--- config.mk ---
export PLATFORM = sky130hd
export DESIGN_NAME = step_lane_scroller
export DESIGN_NICKNAME = d
export VERILOG_FILES = /design/src/rtl/step_lane_scroller.sv
export SDC_FILE = /design/constraint.sdc
export NUM_CORES = 1
export LEC_CHECK = 0
export BUFFER_PORTS_ARGS = -buffer_cell sky130_fd_sc_hd__buf_2
export CAP_MARGIN = 20
export CORE_MARGIN = 1.5
export CORE_UTILIZATION = 60
export DETAILED_ROUTE_END_ITERATION = 6
export PLACE_DENSITY = 0.83
export SETUP_SLACK_MARGIN = 0.4
export SLEW_MARGIN = 10
export SYNTH_ARGS = -nofsm -noshare
export SYNTH_HDL_FRONTEND = slang
export SYNTH_SLANG_ARGS = --single-unit
--- constraint.sdc ---
create_clock -name i_clk -period 2.95 [get_ports i_clk]
set_input_delay 0 -clock i_clk [delete_from_list [all_inputs] [get_ports i_clk]]
set_output_delay 0 -clock i_clk [all_outputs]
set_load 0.01 [all_outputs]
--- src/rtl/step_lane_scroller.sv ---
// DDR playfield note scroller: shifting LANES x DEPTH note grid, lane-scanned active-low LED
// output and hit/miss judgment on the last row. Optional saturating miss counter: STEP_MISS_CNT_EN.
module step_lane_scroller #(
  parameter int unsigned LANES    = 4,
  parameter int unsigned DEPTH    = 8,
  parameter int unsigned SCAN_DIV = 1000,
  parameter int unsigned MISS_W   = 8
) (
  input  logic              i_clk,
  input  logic              i_rst,
  input  logic              i_step_en,
  input  logic [LANES-1:0]  i_input_step,
  input  logic [LANES-1:0]  i_hit_lane,
  output logic [LANES-1:0]  o_lane_sel,
  output logic [DEPTH-1:0]  o_col,
  output logic [LANES-1:0]  o_action_step,
  output logic [LANES-1:0]  o_hit_ok,
  output logic              o_miss_pulse
`ifdef STEP_MISS_CNT_EN
  ,
  output logic [MISS_W-1:0] o_miss_count
`endif
);

  localparam int unsigned IDX_W = (LANES > 1) ? $clog2(LANES) : 1;
  localparam int unsigned DIV_W = (SCAN_DIV > 1) ? $clog2(SCAN_DIV) : 1;

  generate
    if (LANES < 1 || DEPTH < 2 || SCAN_DIV < 1 || MISS_W < 1) begin : g_param_check
      $error("step_lane_scroller: illegal parameter value");
    end
  endgenerate

  logic [LANES-1:0] r_grid [DEPTH];
  logic [LANES-1:0] r_hit_ok;
  logic             r_miss_pulse;
  logic [IDX_W-1:0] r_idx;
  logic [DIV_W-1:0] r_div;
  logic [LANES-1:0] w_hit;
  logic [LANES-1:0] w_unhit;

  // Judgment always looks at the pre-shift judgment row.
  assign w_hit   = i_hit_lane & r_grid[DEPTH-1];
  assign w_unhit = r_grid[DEPTH-1] & ~i_hit_lane;

  always_ff @(posedge i_clk or posedge i_rst) begin
    if (i_rst) begin
      for (int i = 0; i < DEPTH; i++) r_grid[i] <= '0;
      r_hit_ok     <= '0;
      r_miss_pulse <= 1'b0;
    end else begin
      r_hit_ok     <= w_hit;
      r_miss_pulse <= i_step_en & (|w_unhit);
      if (i_step_en) begin
        r_grid[0] <= i_input_step;
        for (int i = 1; i < DEPTH; i++) r_grid[i] <= r_grid[i-1];
      end else begin
        r_grid[DEPTH-1] <= w_unhit;
      end
    end
  end

  always_ff @(posedge i_clk or posedge i_rst) begin
    if (i_rst) begin
      r_div <= '0;
      r_idx <= '0;
    end else if (r_div == DIV_W'(SCAN_DIV - 1)) begin
      r_div <= '0;
      r_idx <= (r_idx == IDX_W'(LANES - 1)) ? '0 : r_idx + 1'b1;
    end else begin
      r_div <= r_div + 1'b1;
    end
  end

`ifdef STEP_MISS_CNT_EN
  logic [MISS_W-1:0] r_miss_count;

  always_ff @(posedge i_clk or posedge i_rst) begin
    if (i_rst) begin
      r_miss_count <= '0;
    end else if (r_miss_pulse && (r_miss_count != '1)) begin
      r_miss_count <= r_miss_count + 1'b1;
    end
  end

  assign o_miss_count = r_miss_count;
`endif

  // Row 0 sits at the top LED, i.e. the highest col bit.
  always_comb begin
    o_col = '1;
    for (int j = 0; j < DEPTH; j++) o_col[DEPTH-1-j] = ~r_grid[j][r_idx];
  end

  assign o_lane_sel    = LANES'(1) << r_idx;
  assign o_action_step = r_grid[DEPTH-1];
  assign o_hit_ok      = r_hit_ok;
  assign o_miss_pulse  = r_miss_pulse;

endmodule
After elaboration in Yosys (flattened, before gate mapping)
Cells that the tools add are included.
{ "classes": {"addsub": 2, "multipliers": 0, "div": 0, "magnitude_cmp": 1, "n_eq_ne": 2, "n_shift": 1, "mux": 19, "bitwise": 12, "reduce_logical": 1} }
{ "ops": {"columns": ["cell", "n"], "rows": [
  ["binary-select mux 1 bit (select 2 bit)", 8],
  ["adder 10 x 1 -> 10 bit, second input constant", 1],
  ["== test 10 bit, second input constant", 1],
  ["2-to-1 mux 10 bit", 1],
  ["bitwise AND 4 bit", 2],
  ["2-to-1 mux 1 bit", 8],
  ["NOT 1 bit", 8],
  ["2-to-1 mux 4 bit", 1],
  ["NOT 4 bit", 1],
  ["OR reduction 4 bit", 1],
  ["left shift 1 x 2 -> 4 bit, first input constant", 1],
  ["< comparator 2 x 3 -> 1 bit, second input constant", 1],
  ["adder 2 x 1 -> 2 bit, second input constant", 1],
  ["== test 2 bit, second input constant", 1],
  ["2-to-1 mux 2 bit", 1],
  ["bitwise AND 1 bit", 1]
]} }
{ "word_totals": {"register_bits": 49, "latchBits": 0, "ram_bits": 0, "mem_bits_ro": 0, "in_bits": 11, "output_inout_bits": 21, "wordCells": 50, "mem_count": 0} }

Depth between registers and ports, before layout
Gate-level depths: netlist (run 1).
{ "logic_depth": {"depth_word": 4, "ltp_mapped": 6} }

Least setup slack after synthesis (run 1)
OpenSTA, ideal clock, no wires.
{ "synth_timing": {"path_type": "reg-to-reg", "start": "register r_div[0]", "end": "register r_idx[0]", "setup_ns": 0.125, "arrival_time_ns": 1.561, "setup_slack_ns": 1.264, "stages_incl_launch_ff": 7, "period_less_slack_ns": 1.686, "path_cell_list": "dfrtp_1 ha_1 nand3_2 nor4b_4 and2_1 buf_6 mux2_4"} }
{ "synth_via": {"elab_chain_len": 1} }
{ "synth_rtl": {"columns": ["element", "line_no", "source"], "rows": [
  ["start: declaration", "38", "logic [DIV_W-1:0] r_div;"],
  ["start signal: assignment", "71", "r_div <= r_div + 1'b1;"],
  ["== test 10 bit", "67", "end else if (r_div == DIV_W'(SCAN_DIV - 1)) begin"],
  ["end signal: assignment", "69", "r_idx <= (r_idx == IDX_W'(LANES - 1)) ? '0 : r_idx + 1'b1;"],
  ["end: declaration", "37", "logic [IDX_W-1:0] r_idx;"]
]} }
No other way between the ends.
A chain may end at the register's enable or synchronous reset.

Worst setup path after layout (run 1)
Same ends and word-level chain as after synthesis.

==> run summary, run 1 <==
================================================================================
Status ............................................................ complete, no violations
Cts repair resizes ................................................            0
Synthesis-stage register bit count ................................           49
Synth area leader ................................................. sky130_fd_sc_hd__dfrtp_1
Period Utilization, post-route ....................................        0.645
Starting density of the core ......................................        0.618
Count of unresolved DRC violations after routing ..................            0
Critical path type ................................................ flip-flop to flip-flop
I/O pin count .....................................................           32
Sequential element share of the synthesized area ..................        0.546
Async set or reset register ratio after synthesis .................         1.00
TritonCTS Sinks ...................................................           49
Layout Cell Area excl Fill ........................................  0.00259 mm2
H-tree Lvls .......................................................            2
Top cell type's share of synthesized area .........................        0.546
Largest net degree at the start of global routing .................           38
Total Negative Setup Slacks .......................................         0 ns
Width of the die ..................................................      64.2 um
Final period demand of the worst path .............................      1.90 ns
Highest clock frequency the design can meet .......................      525 MHz
Post-detailed-placement half-perimeter wirelength .................      2650 um
Total via count in the routed design ..............................         1363
Antenna Nets Post-Route ...........................................            0
Final slew viol count .............................................            0
Filler cell count in the final layout .............................          258
CORE AREA .........................................................  0.00363 mm2
P_leak ............................................................      1.20 nW
Number of max-cap violations ......................................            0
Average wire per standard cell ....................................      14.8 um
Critical Path RT ..................................................      3.14 ns
Total Die Area ....................................................  0.00412 mm2
Nets@finish .......................................................          218
Remaining max-slew budget at the tightest pin .....................        0.524
Number of diodes added for antenna fixing .........................            0
Share of cells above drive strength 1 .............................        0.394
Clock-pin slew on the worst setup and hold paths ..................      0.08 ns
Final setup fails .................................................            0
Wire length of the first global-routing pass ......................      6230 um
Worst hold margin .................................................     0.218 ns
Cell area after synthesis .........................................  0.00225 mm2
Number of global-route vias before repair .........................         1422
Number of detailed-route iterations in the first pass .............            4
Number of enable flip-flop cells after synthesis ..................            0
Clock root buffer ................................................. sky130_fd_sc_hd__clkbuf_8
TritonCTS clock tree ..............................................         done
Kind of capture point of the worst setup path .....................    flip-flop
Arrival time reported for the critical path endpoint ..............      2.09 ns
Slew at the pin closest to its max-slew limit .....................     0.715 ns
End-of-flow core utilization ......................................        0.713
DIE HEIGHT ........................................................      64.2 um
Number of hold violations in the final report .....................            0
Top post-synthesis cells by count ................................. sky130_fd_sc_hd__dfrtp_1 (49), sky130_fd_sc_hd__mux2_2 (28), sky130_fd_sc_hd__inv_1 (12)
Placer Congestion .................................................        0.760
Max rail drop VDD .................................................     0.430 mV
Area grow syn2layout ..............................................        15.4%
Placed Area .......................................................  0.00240 mm2
Clock latency on the worst-skew pair ..............................      0.30 ns
Synth Flop Type ................................................... sky130_fd_sc_hd__dfrtp_1
Number of warnings issued by yosys ................................            0
Max Fanout on Critical Path .......................................            7
Std-Cell Rows .....................................................           22
Average footprint of a synthesized cell ...........................     13.6 um2
Total congestion overflow .........................................            0
Distinct cell type count after synthesis ..........................           29
Via-to-Cell Ratio .................................................         5.43
Total nets after synthesis ........................................          181
Number of antenna violations at the first check in global routing .            0
DRC violation total after the first TritonRoute iteration .........           74
Top cells by area, synth .......................................... sky130_fd_sc_hd__dfrtp_1 (55%), sky130_fd_sc_hd__mux2_2 (14%), sky130_fd_sc_hd__mux4_2 (8.0%)
PwrDens ...........................................................   613 mW/mm2
Clock Skews .......................................................   0.00599 ns
RSZ-0062 raised after global routing ..............................           no
Count of buffers inserted at the top-level ports ..................           31
Startpoint class of the critical path .............................    flip-flop
Most common cell in the synthesized netlist ....................... sky130_fd_sc_hd__dfrtp_1
Number of buffers added by the clock tree synthesis step ..........            5
HP Class .......................................................... input port to async pin
Clock tree buffer depth ...........................................            2
Post-Synthesis Cells ..............................................          165
Aggregate routed wire length ......................................      3720 um
Total routing usage reported by global routing ....................        0.200
================================================================================
==> per-layer routing <==
layer	share of wire	wire, um	track usage	vias to the layer above
li1	-	-	-	642
met1	0.42	1570	0.221	675
met2	0.52	1940	0.362	39
met3	0.041	153	0.0599	7
met4	0.014	51	0.0718	0
met5	0	0	0	-
==> power by group <==
part | internal [mW] | leakage (nW) | switching [mW] | total [mW]
logic | 0.172 | 0.548 | 0.118 | 0.289
registers | 0.790 | 0.601 | 0.0870 | 0.877
clock network | 0.212 | 0.0542 | 0.209 | 0.421
==> metrics by stage <==
step / setup slack, ns / power, mW / instances
after detailed placement: 1.06 / 1.18 / 234
after floorplan: 1.26 / 1.08 / 165
after global routing: 0.892 / 1.67 / 251
after CTS: 1.02 / 1.61 / 251
final: 1.05 / 1.59 / 251
after global placement: 1.17 / 1.16 / 234
==> flip-flops by register name (all words and copies together) (netlist names) <==
register and cells:
o_miss_pulse 1, o_action_step 4, r_div 10, o_hit_ok 4, r_grid 28, r_idx 2
==> area by class of cell <==
| class | count | area (um2) | area share |
|---|---|---|---|
| flip-flops and latches | 49 | 1230 | 0.473 |
| multi-input cells | 93 | 906 | 0.350 |
| repair buffers | 41 | 253 | 0.0975 |
| clock buffers | 7 | 96.3 | 0.0372 |
| well taps | 48 | 60.1 | 0.0232 |
| inverters | 12 | 45.0 | 0.0174 |
| clock inverters | 1 | 5.00 | 0.00193 |
==> repair_timing <==
item	CTS	global route
endpoints found under the setup margin	0	0
hold buffers	9	0
hold endpoints to repair	23	0
setup buffers	0	0
==> logic make-up (layout without fill, tap and decap cells) <==
logic type	after synthesis	in the layout	share of synthesized area
compound gates	11	11	0.0334
xor+xnor	5	5	0.0195
fa+ha+maj	5	5	0.0279
buf+inv	23	61	0.0507
flops	49	49	0.546
mux	38	38	0.234
simple gates	34	34	0.0886
==> cells in the final DEF, fill, tap and decap left out, drive strengths merged <==
cell type | Yosys | layout
a31oi | 2 | 2
mux4 | 8 | 8
o31ai | 1 | 1
nand3 | 4 | 4
nor2 | 6 | 6
buf | 9 | 32
nor2b | 2 | 2
dfrtp | 49 | 49
o21ai | 4 | 4
clkinv | 0 | 2
o21bai | 1 | 1
nor3b | 1 | 1
ha | 5 | 5
a22o | 1 | 1
and2 | 5 | 5
nand2 | 7 | 7
nor4b | 1 | 1
mux2 | 30 | 30
and3 | 4 | 4
a41oi | 1 | 1
dlygate4sd3 | 0 | 9
nand2b | 4 | 4
inv | 12 | 11
xnor2 | 2 | 2
clkbuf | 2 | 7
xor2 | 3 | 3
a311o | 1 | 1
==> critical path: stages, from the launching register on <==
cell,delay (ns)
sky130_fd_sc_hd__dfrtp_1,0.41
sky130_fd_sc_hd__ha_1,0.27
sky130_fd_sc_hd__nand3_2,0.14
sky130_fd_sc_hd__nor4b_4,0.31
sky130_fd_sc_hd__and2_1,0.34
sky130_fd_sc_hd__mux2_4,0.33
==> final timing paths <==
kind / start / to / slack, ns / depth (start not counted)
setup / recovery: r_div[0] / r_idx[0] / 1.05 / 5
hold / removal: i_rst / o_hit_ok[3] / 0.22 / 3
setup reg to reg: r_div[0] / r_idx[0] / 1.05 / 5
hold reg to reg: r_div[9] / r_div[9] / 0.51 / 1
max in group asynchronous: i_rst / r_grid[21] / 1.97 / 4
min in group i_clk: i_step_en / o_miss_pulse / 0.27 / 3
Note: power is estimated with default switching activity, not from simulation.
==> run 2, diff against run 1 <==
--- a/config.mk
+++ b/config.mk
@@ -8,9 +8,9 @@
 export BUFFER_PORTS_ARGS = -buffer_cell sky130_fd_sc_hd__buf_2
 export CAP_MARGIN = 20
 export CORE_MARGIN = 1.5
-export CORE_UTILIZATION = 60
+export CORE_UTILIZATION = 56
 export DETAILED_ROUTE_END_ITERATION = 6
-export PLACE_DENSITY = 0.83
+export PLACE_DENSITY = 0.78
 export SETUP_SLACK_MARGIN = 0.4
 export SLEW_MARGIN = 10
 export SYNTH_ARGS = -nofsm -noshare
==> constraint.sdc (replaced) <==
create_clock -name i_clk -period 1.8 [get_ports i_clk]
set_input_delay 0 -clock i_clk [delete_from_list [all_inputs] [get_ports i_clk]]
set_output_delay 0 -clock i_clk [all_outputs]
set_load 0.01 [all_outputs]
==> run 2 against run 1 <==
  * Utilization is 2.8 points higher
  * Cell count increased by 4.0%
  * Routed wire length rose by 7.0%
  * Largest power group unchanged
  * Highest routed layer unchanged
==> run summary, run 2 (same netlist as run 1, synthesis figures left out) <==
================================================================================
Status ............................................................ complete, no violations
Clock tree buffer depth ...........................................            2
Count of unresolved DRC violations after routing ..................            0
Leading cell type in the layout, fill and taps excluded ........... sky130_fd_sc_hd__dfrtp_1
Clock root buffer ................................................. sky130_fd_sc_hd__clkbuf_8
Post-detailed-placement half-perimeter wirelength .................      2770 um
Arrival time reported for the critical path endpoint ..............      1.71 ns
Kind of capture point of the worst setup path .....................    flip-flop
Critical Path RT ..................................................      1.98 ns
Pre-CTS setup slack ...............................................     0.146 ns
HP Class .......................................................... input port to async pin
Share of cells above drive strength 1 .............................        0.474
Final setup fails .................................................            0
Critical path type ................................................ flip-flop to flip-flop
Clock latency on the worst-skew pair ..............................      0.29 ns
Total congestion overflow .........................................            0
Clock-pin slew on the worst setup and hold paths ..................      0.08 ns
Largest registers ranked by flip-flop count ....................... r_grid (28), r_div (10)
Wire length of the first global-routing pass ......................      6690 um
Total via count in the routed design ..............................         1448
Number of buffers added by the clock tree synthesis step ..........            5
Number of hold violations in the final report .....................            0
Largest net degree at the start of global routing .................           38
Critical path's slowest cell ...................................... sky130_fd_sc_hd__dfrtp_1
Average wire per standard cell ....................................      15.3 um
Area grow syn2layout ..............................................        23.5%
End-of-flow core utilization ......................................        0.741
Period Utilization, post-route ....................................        0.848
Number of antenna violations at the first check in global routing .            0
P_leak ............................................................      1.28 nW
Number of diodes added for antenna fixing .........................            0
Remaining max-slew budget at the tightest pin .....................        0.518
Clock Skews .......................................................   0.00520 ns
Largest register FFs ..............................................           28
Cell count after placement ........................................          238
DIE HEIGHT ........................................................      66.3 um
Total routing usage reported by global routing ....................        0.207
Crit path setup slack, layout .....................................     0.273 ns
Placer Congestion .................................................        0.765
DRC violation total after the first TritonRoute iteration .........           72
Commonest cells after routing, fill and taps aside ................ sky130_fd_sc_hd__dfrtp_1 (49), sky130_fd_sc_hd__mux2_2 (28), sky130_fd_sc_hd__buf_2 (26), sky130_fd_sc_hd__dlygate4sd3_1 (9)
Slew at the pin closest to its max-slew limit .....................     0.722 ns
Max rail drop VDD .................................................     0.709 mV
Nets@finish .......................................................          228
Worst hold margin .................................................     0.240 ns
Final period demand of the worst path .............................      1.53 ns
PwrDens ...........................................................   995 mW/mm2
TritonCTS Sinks ...................................................           49
Starting density of the core ......................................        0.600
Total Negative Setup Slacks .......................................         0 ns
Aggregate routed wire length ......................................      3980 um
Total Die Area ....................................................  0.00440 mm2
Std-Cell Rows .....................................................           22
Width of the die ..................................................      66.3 um
Via-to-Cell Ratio .................................................         5.55
Overall power after layout ........................................      2.76 mW
Most flops, register ..............................................       r_grid
Antenna Nets Post-Route ...........................................            0
Startpoint class of the critical path .............................    flip-flop
Placed Area .......................................................  0.00246 mm2
TritonCTS clock tree ..............................................         done
Max Fanout on Critical Path .......................................            3
H-tree Lvls .......................................................            2
Highest clock frequency the design can meet .......................      655 MHz
Number of global-route vias before repair .........................         1533
Final slew viol count .............................................            0
Number of detailed-route iterations in the first pass .............            4
Largest stage delay on the critical path ..........................      0.41 ns
RSZ-0062 raised after global routing ..............................          yes
Layout Cell Area excl Fill ........................................  0.00277 mm2
CORE AREA .........................................................  0.00374 mm2
Count of buffers inserted at the top-level ports ..................           31
I/O pin count .....................................................           32
Non-filler cells, final ...........................................          261
Number of max-cap violations ......................................            0
Sequence of cells on the critical path ............................ ha_4, nand3_4, nor4b_4, and2_4, mux2_4
================================================================================
## run 2: cell types whose count changed in the layout (fill, tap and decap cells not counted), sizes merged
cell / change
buf: +10
bufinv: +1
clkinv: -2
inv: +1
## run 2: repair_timing
item | 4_1_cts | 5_1_grt
hold endpoints to repair | 24 | 0
pin swaps | 4 | 4
gates resized for setup | 5 | 14
hold buffers | 9 | 0
endpoints found under the setup margin | 16 | 17
setup buffers | 6 | 0
## run 2: critical path: cells and delay by family, from the launching register on
kind	cells	cell delay (ns)
fa+ha+maj	1	0.16
simple gates	3	0.54
mux	1	0.30
flops	1	0.41
## run 2: worst paths after layout
path	start	cells past startpoint	end	slack, ns
setup / recovery	r_div[0]	5	r_idx[1]	0.27
hold / removal	i_rst	3	o_miss_pulse	0.24
setup reg to reg	r_div[0]	5	r_idx[1]	0.27
hold reg to reg	r_div[9]	1	r_div[9]	0.49
max in group asynchronous	i_rst	4	r_div[1]	1.08
min in group i_clk	i_step_en	3	o_miss_pulse	0.26
## run 2: area by class of cell
type / count / area (um2)
tap: 48 / 60.1
clock buffer: 7 / 86.3
timing repair buffer: 51 / 383
sequential: 49 / 1230
inverter: 12 / 45.0
clock inverter: 1 / 30.0
multi-input combinational: 93 / 943
fill: 252 / 970
## run 2: layer usage
layer	vias up	track usage	wire, um
met5	-	0	0
met4	0	0.0918	91
met3	10	0.0511	140
met2	42	0.370	2100
met1	731	0.233	1650
li1	665	-	-
## run 2: where the power goes
part | leakage (nW) | internal (mW) | switching, mW
logic | 0.617 | 0.322 | 0.212
registers | 0.601 | 1.30 | 0.139
clock network | 0.0585 | 0.453 | 0.339
total | 1.28 | 2.07 | 0.690
==> run 3, diff against run 2 <==
--- a/config.mk
+++ b/config.mk
@@ -5,12 +5,13 @@
 export SDC_FILE = /design/constraint.sdc
 export NUM_CORES = 1
 export LEC_CHECK = 0
+export ABC_AREA = 1
 export BUFFER_PORTS_ARGS = -buffer_cell sky130_fd_sc_hd__buf_2
 export CAP_MARGIN = 20
 export CORE_MARGIN = 1.5
-export CORE_UTILIZATION = 56
+export CORE_UTILIZATION = 51
 export DETAILED_ROUTE_END_ITERATION = 6
-export PLACE_DENSITY = 0.78
+export PLACE_DENSITY = 0.75
 export SETUP_SLACK_MARGIN = 0.4
 export SLEW_MARGIN = 10
 export SYNTH_ARGS = -nofsm -noshare
==> constraint.sdc (replaced) <==
create_clock -name i_clk -period 1.3 [get_ports i_clk]
set_input_delay 0 -clock i_clk [delete_from_list [all_inputs] [get_ports i_clk]]
set_output_delay 0 -clock i_clk [all_outputs]
set_load 0.01 [all_outputs]
==> run 3 against run 2 <==
  * The flow now finishes with violations (negative setup slack)
  * Cell count increased by 49%
  * Cell area increased by 5.2%
  * Clock power increased by 21%
==> run summary, run 3 <==
================================================================================
Status ............................................................ complete, but fails checks
Violated checks ................................................... negative setup slack
Largest net degree at the start of global routing .................           30
DRC violation total after the first TritonRoute iteration .........          115
Crit path buffers/inverters .......................................            2
End-of-flow core utilization ......................................        0.661
Family with the most delay on the worst path ......................   flip-flops
Distinct cell type count after synthesis ..........................           23
Clock latency on the worst-skew pair ..............................      0.30 ns
Kind of capture point of the worst setup path ..................... primary output
TritonCTS clock tree ..............................................         done
Final setup fails .................................................            4
Largest registers ranked by flip-flop count ....................... r_grid (28), r_div (10)
P_leak ............................................................      1.49 nW
Share of cells above drive strength 1 .............................        0.270
Number of max-cap violations ......................................            0
Wire length of the first global-routing pass ......................      8180 um
Post-Synthesis Cells ..............................................          292
HP Class .......................................................... input port to flip-flop
Crit path setup slack, layout .....................................   -0.0241 ns
Sw Pwr ............................................................       798 uW
Leading cell type in the layout, fill and taps excluded ........... sky130_fd_sc_hd__nand2_1
Total congestion overflow .........................................            0
Period Utilization, post-route ....................................         1.02
Number of warnings issued by yosys ................................            0
Clock tree buffer depth ...........................................            2
Number of global-route vias before repair .........................         1952
Max rail drop VDD .................................................     0.613 mV
I/O pin count .....................................................           32
Synthesis-stage register bit count ................................           49
Clock root buffer ................................................. sky130_fd_sc_hd__clkbuf_8
Remaining max-slew budget at the tightest pin .....................        0.664
Aggregate routed wire length ......................................      4690 um
Fraction of power consumed by combinational cells .................        0.127
Post-detailed-placement half-perimeter wirelength .................      3130 um
Part of the power in registers ....................................        0.563
Total Die Area ....................................................  0.00505 mm2
Count of unresolved DRC violations after routing ..................            0
Proportion of power drawn by the clock network ....................        0.310
Number of antenna violations at the first check in global routing .            0
Count of buffers inserted at the top-level ports ..................           31
Most flops, register ..............................................       r_grid
Overall power after layout ........................................      3.10 mW
Max Fanout on Critical Path .......................................           16
Total routing usage reported by global routing ....................        0.202
Commonest cells after routing, fill and taps aside ................ sky130_fd_sc_hd__nand2_1 (68), sky130_fd_sc_hd__dfrtp_1 (44), sky130_fd_sc_hd__inv_1 (35), sky130_fd_sc_hd__o21ai_0 (31), sky130_fd_sc_hd__buf_2 (31)
Largest register FFs ..............................................           28
Top cells by area, synth .......................................... sky130_fd_sc_hd__dfrtp_1 (52%), sky130_fd_sc_hd__nand2_1 (11%), sky130_fd_sc_hd__o21ai_0 (8.7%)
Number of detailed-route iterations in the first pass .............            4
Critical path type ................................................ flip-flop to primary output
Slew at the pin closest to its max-slew limit .....................     0.503 ns
TritonCTS Sinks ...................................................           49
Final period demand of the worst path .............................      1.32 ns
RSZ-0062 raised after global routing ..............................          yes
PwrDens ...........................................................  1060 mW/mm2
Area grow syn2layout ..............................................        23.5%
Async set or reset register ratio after synthesis .................         1.00
Switching share of power ..........................................        0.257
CORE AREA .........................................................  0.00441 mm2
Number of diodes added for antenna fixing .........................            0
DIE HEIGHT ........................................................      71.1 um
Most common cell in the synthesized netlist ....................... sky130_fd_sc_hd__nand2_1
Critical Path RT ..................................................      1.30 ns
Largest stage delay on the critical path ..........................      0.45 ns
Critical path's slowest cell ...................................... sky130_fd_sc_hd__dfrtp_2
Arrival time reported for the critical path endpoint ..............      1.32 ns
Startpoint class of the critical path .............................    flip-flop
Highest clock frequency the design can meet .......................      755 MHz
Placer Congestion .................................................        0.798
Synth Flop Type ................................................... sky130_fd_sc_hd__dfrtp_1
Total Negative Setup Slacks .......................................   -0.0456 ns
Synth area leader ................................................. sky130_fd_sc_hd__dfrtp_1
Average wire per standard cell ....................................      12.1 um
Sequential element share of the synthesized area ..................        0.519
Number of hold violations in the final report .....................            0
Number of enable flip-flop cells after synthesis ..................            0
Sequence of cells on the critical path ............................ inv_4, nor2_1, o22a_1, buf_2
Top post-synthesis cells by count ................................. sky130_fd_sc_hd__nand2_1 (72), sky130_fd_sc_hd__dfrtp_1 (49), sky130_fd_sc_hd__o21ai_0 (41)
Clock-pin slew on the worst setup and hold paths ..................      0.09 ns
Std-Cell Rows .....................................................           24
Cell area after synthesis .........................................  0.00236 mm2
Internal power consumption ........................................      2.31 mW
Width of the die ..................................................      71.1 um
Nets@finish .......................................................          352
Top cell type's share of synthesized area .........................        0.519
Final slew viol count .............................................            0
Clock Skews .......................................................   0.00561 ns
H-tree Lvls .......................................................            2
Antenna Nets Post-Route ...........................................            0
Via-to-Cell Ratio .................................................         5.09
Starting density of the core ......................................        0.535
Total via count in the routed design ..............................         1980
Total nets after synthesis ........................................          308
Average footprint of a synthesized cell ...........................     8.09 um2
Number of buffers added by the clock tree synthesis step ..........            5
================================================================================
-- run 3: changes by cell type in the layout (fill, tap and decap cells not counted), moves of 8 or more --
cell                      previous run  this run
sky130_fd_sc_hd__o21ai_1             0        13
sky130_fd_sc_hd__mux4_2              8         0
sky130_fd_sc_hd__a21oi_1             0        14
sky130_fd_sc_hd__nor2_1              2        16
sky130_fd_sc_hd__o21ai_0             4        31
sky130_fd_sc_hd__inv_1               6        35
sky130_fd_sc_hd__mux2_2             28         0
sky130_fd_sc_hd__nand2_1             7        68
-- run 3: path summary, 6_finish.rpt --
path	startpoint	to	slack, ns	cells after the start
max reg2reg	r_div[1]	r_div[3]	0.17	6
max in group asynchronous	i_rst	r_grid[8]	0.53	4
min in group asynchronous	i_rst	r_div[4]	0.27	3
max	r_idx[0]	o_col[0]	-0.02	4
min	i_step_en	r_grid[11]	0.08	3
min reg2reg	r_grid[17]	r_grid[13]	0.49	2
-- run 3: cell type report --
type	count	area [um2]
fill	365	1500
clock buffer	7	96.3
timing repair buffer	53	367
inverter	44	181
multi-input combinational	183	971
tap	52	65.1
clock inverter	1	5.00
sequential	49	1230
-- run 3: power groups by stage --
| stage | clock [mW] | combinational [mW] | sequential, mW |
|---|---|---|---|
| 6_report | 0.961 | 0.395 | 1.75 |
| 5_1_grt | 1.04 | 0.464 | 1.77 |
| 4_1_cts | 1.00 | 0.404 | 1.75 |
| 3_5_place_dp | 0 | 0.379 | 1.78 |
| 3_3_place_gp | 0 | 0.369 | 1.77 |
| 2_1_floorplan | 0 | 0.264 | 1.76 |
-- run 3: tightest hold or removal path: cells and delay by family --
kind,cells,cell delay [ns]
buf+inv,1,0.19
compound gates,1,0.07
simple gates,1,0.08
-- run 3: kinds of logic (layout without fill, tap and decap cells) --
kind of cell | count (synthesis) | count (layout) | synth area share
buffers and inverters | 60 | 105 | 0.111
AND/OR/NAND/NOR | 115 | 115 | 0.205
adder cells (fa/ha/maj) | 5 | 5 | 0.0265
XOR/XNOR | 2 | 2 | 0.00741
flip-flops | 49 | 49 | 0.519
AO/OA/AOI/OAI | 61 | 61 | 0.131
-- run 3: timing repair --
action	CTS	global route
pin swaps	2	7
setup endpoints to repair	24	27
hold endpoints to repair	30	0
hold buffers	9	0
resized for setup	16	19
buffers inserted	6	2
-- run 3: through the flow --
step | cells | area, um2 | hold slack, ns | setup slack, ns
finish | 389 | 2920 | 0.0817 | -0.0241
global route | 389 | 2920 | 0.105 | -0.0902
floorplan | 292 | 2430 | 0.0360 | 0.206
detailed placement | 364 | 2590 | 0.0610 | 0.163
global placement | 364 | 2590 | 0.0572 | 0.174
CTS | 387 | 2860 | 0.0757 | -0.0220
-- run 3: layer usage --
layer  vias to the layer above  part of all wire  track usage
met4                         0             0.011       0.0545
li1                        995                 -            -
met5                         -                 0            0
met2                        41              0.49        0.361
met3                         7             0.033       0.0356
met1                       937              0.46        0.253
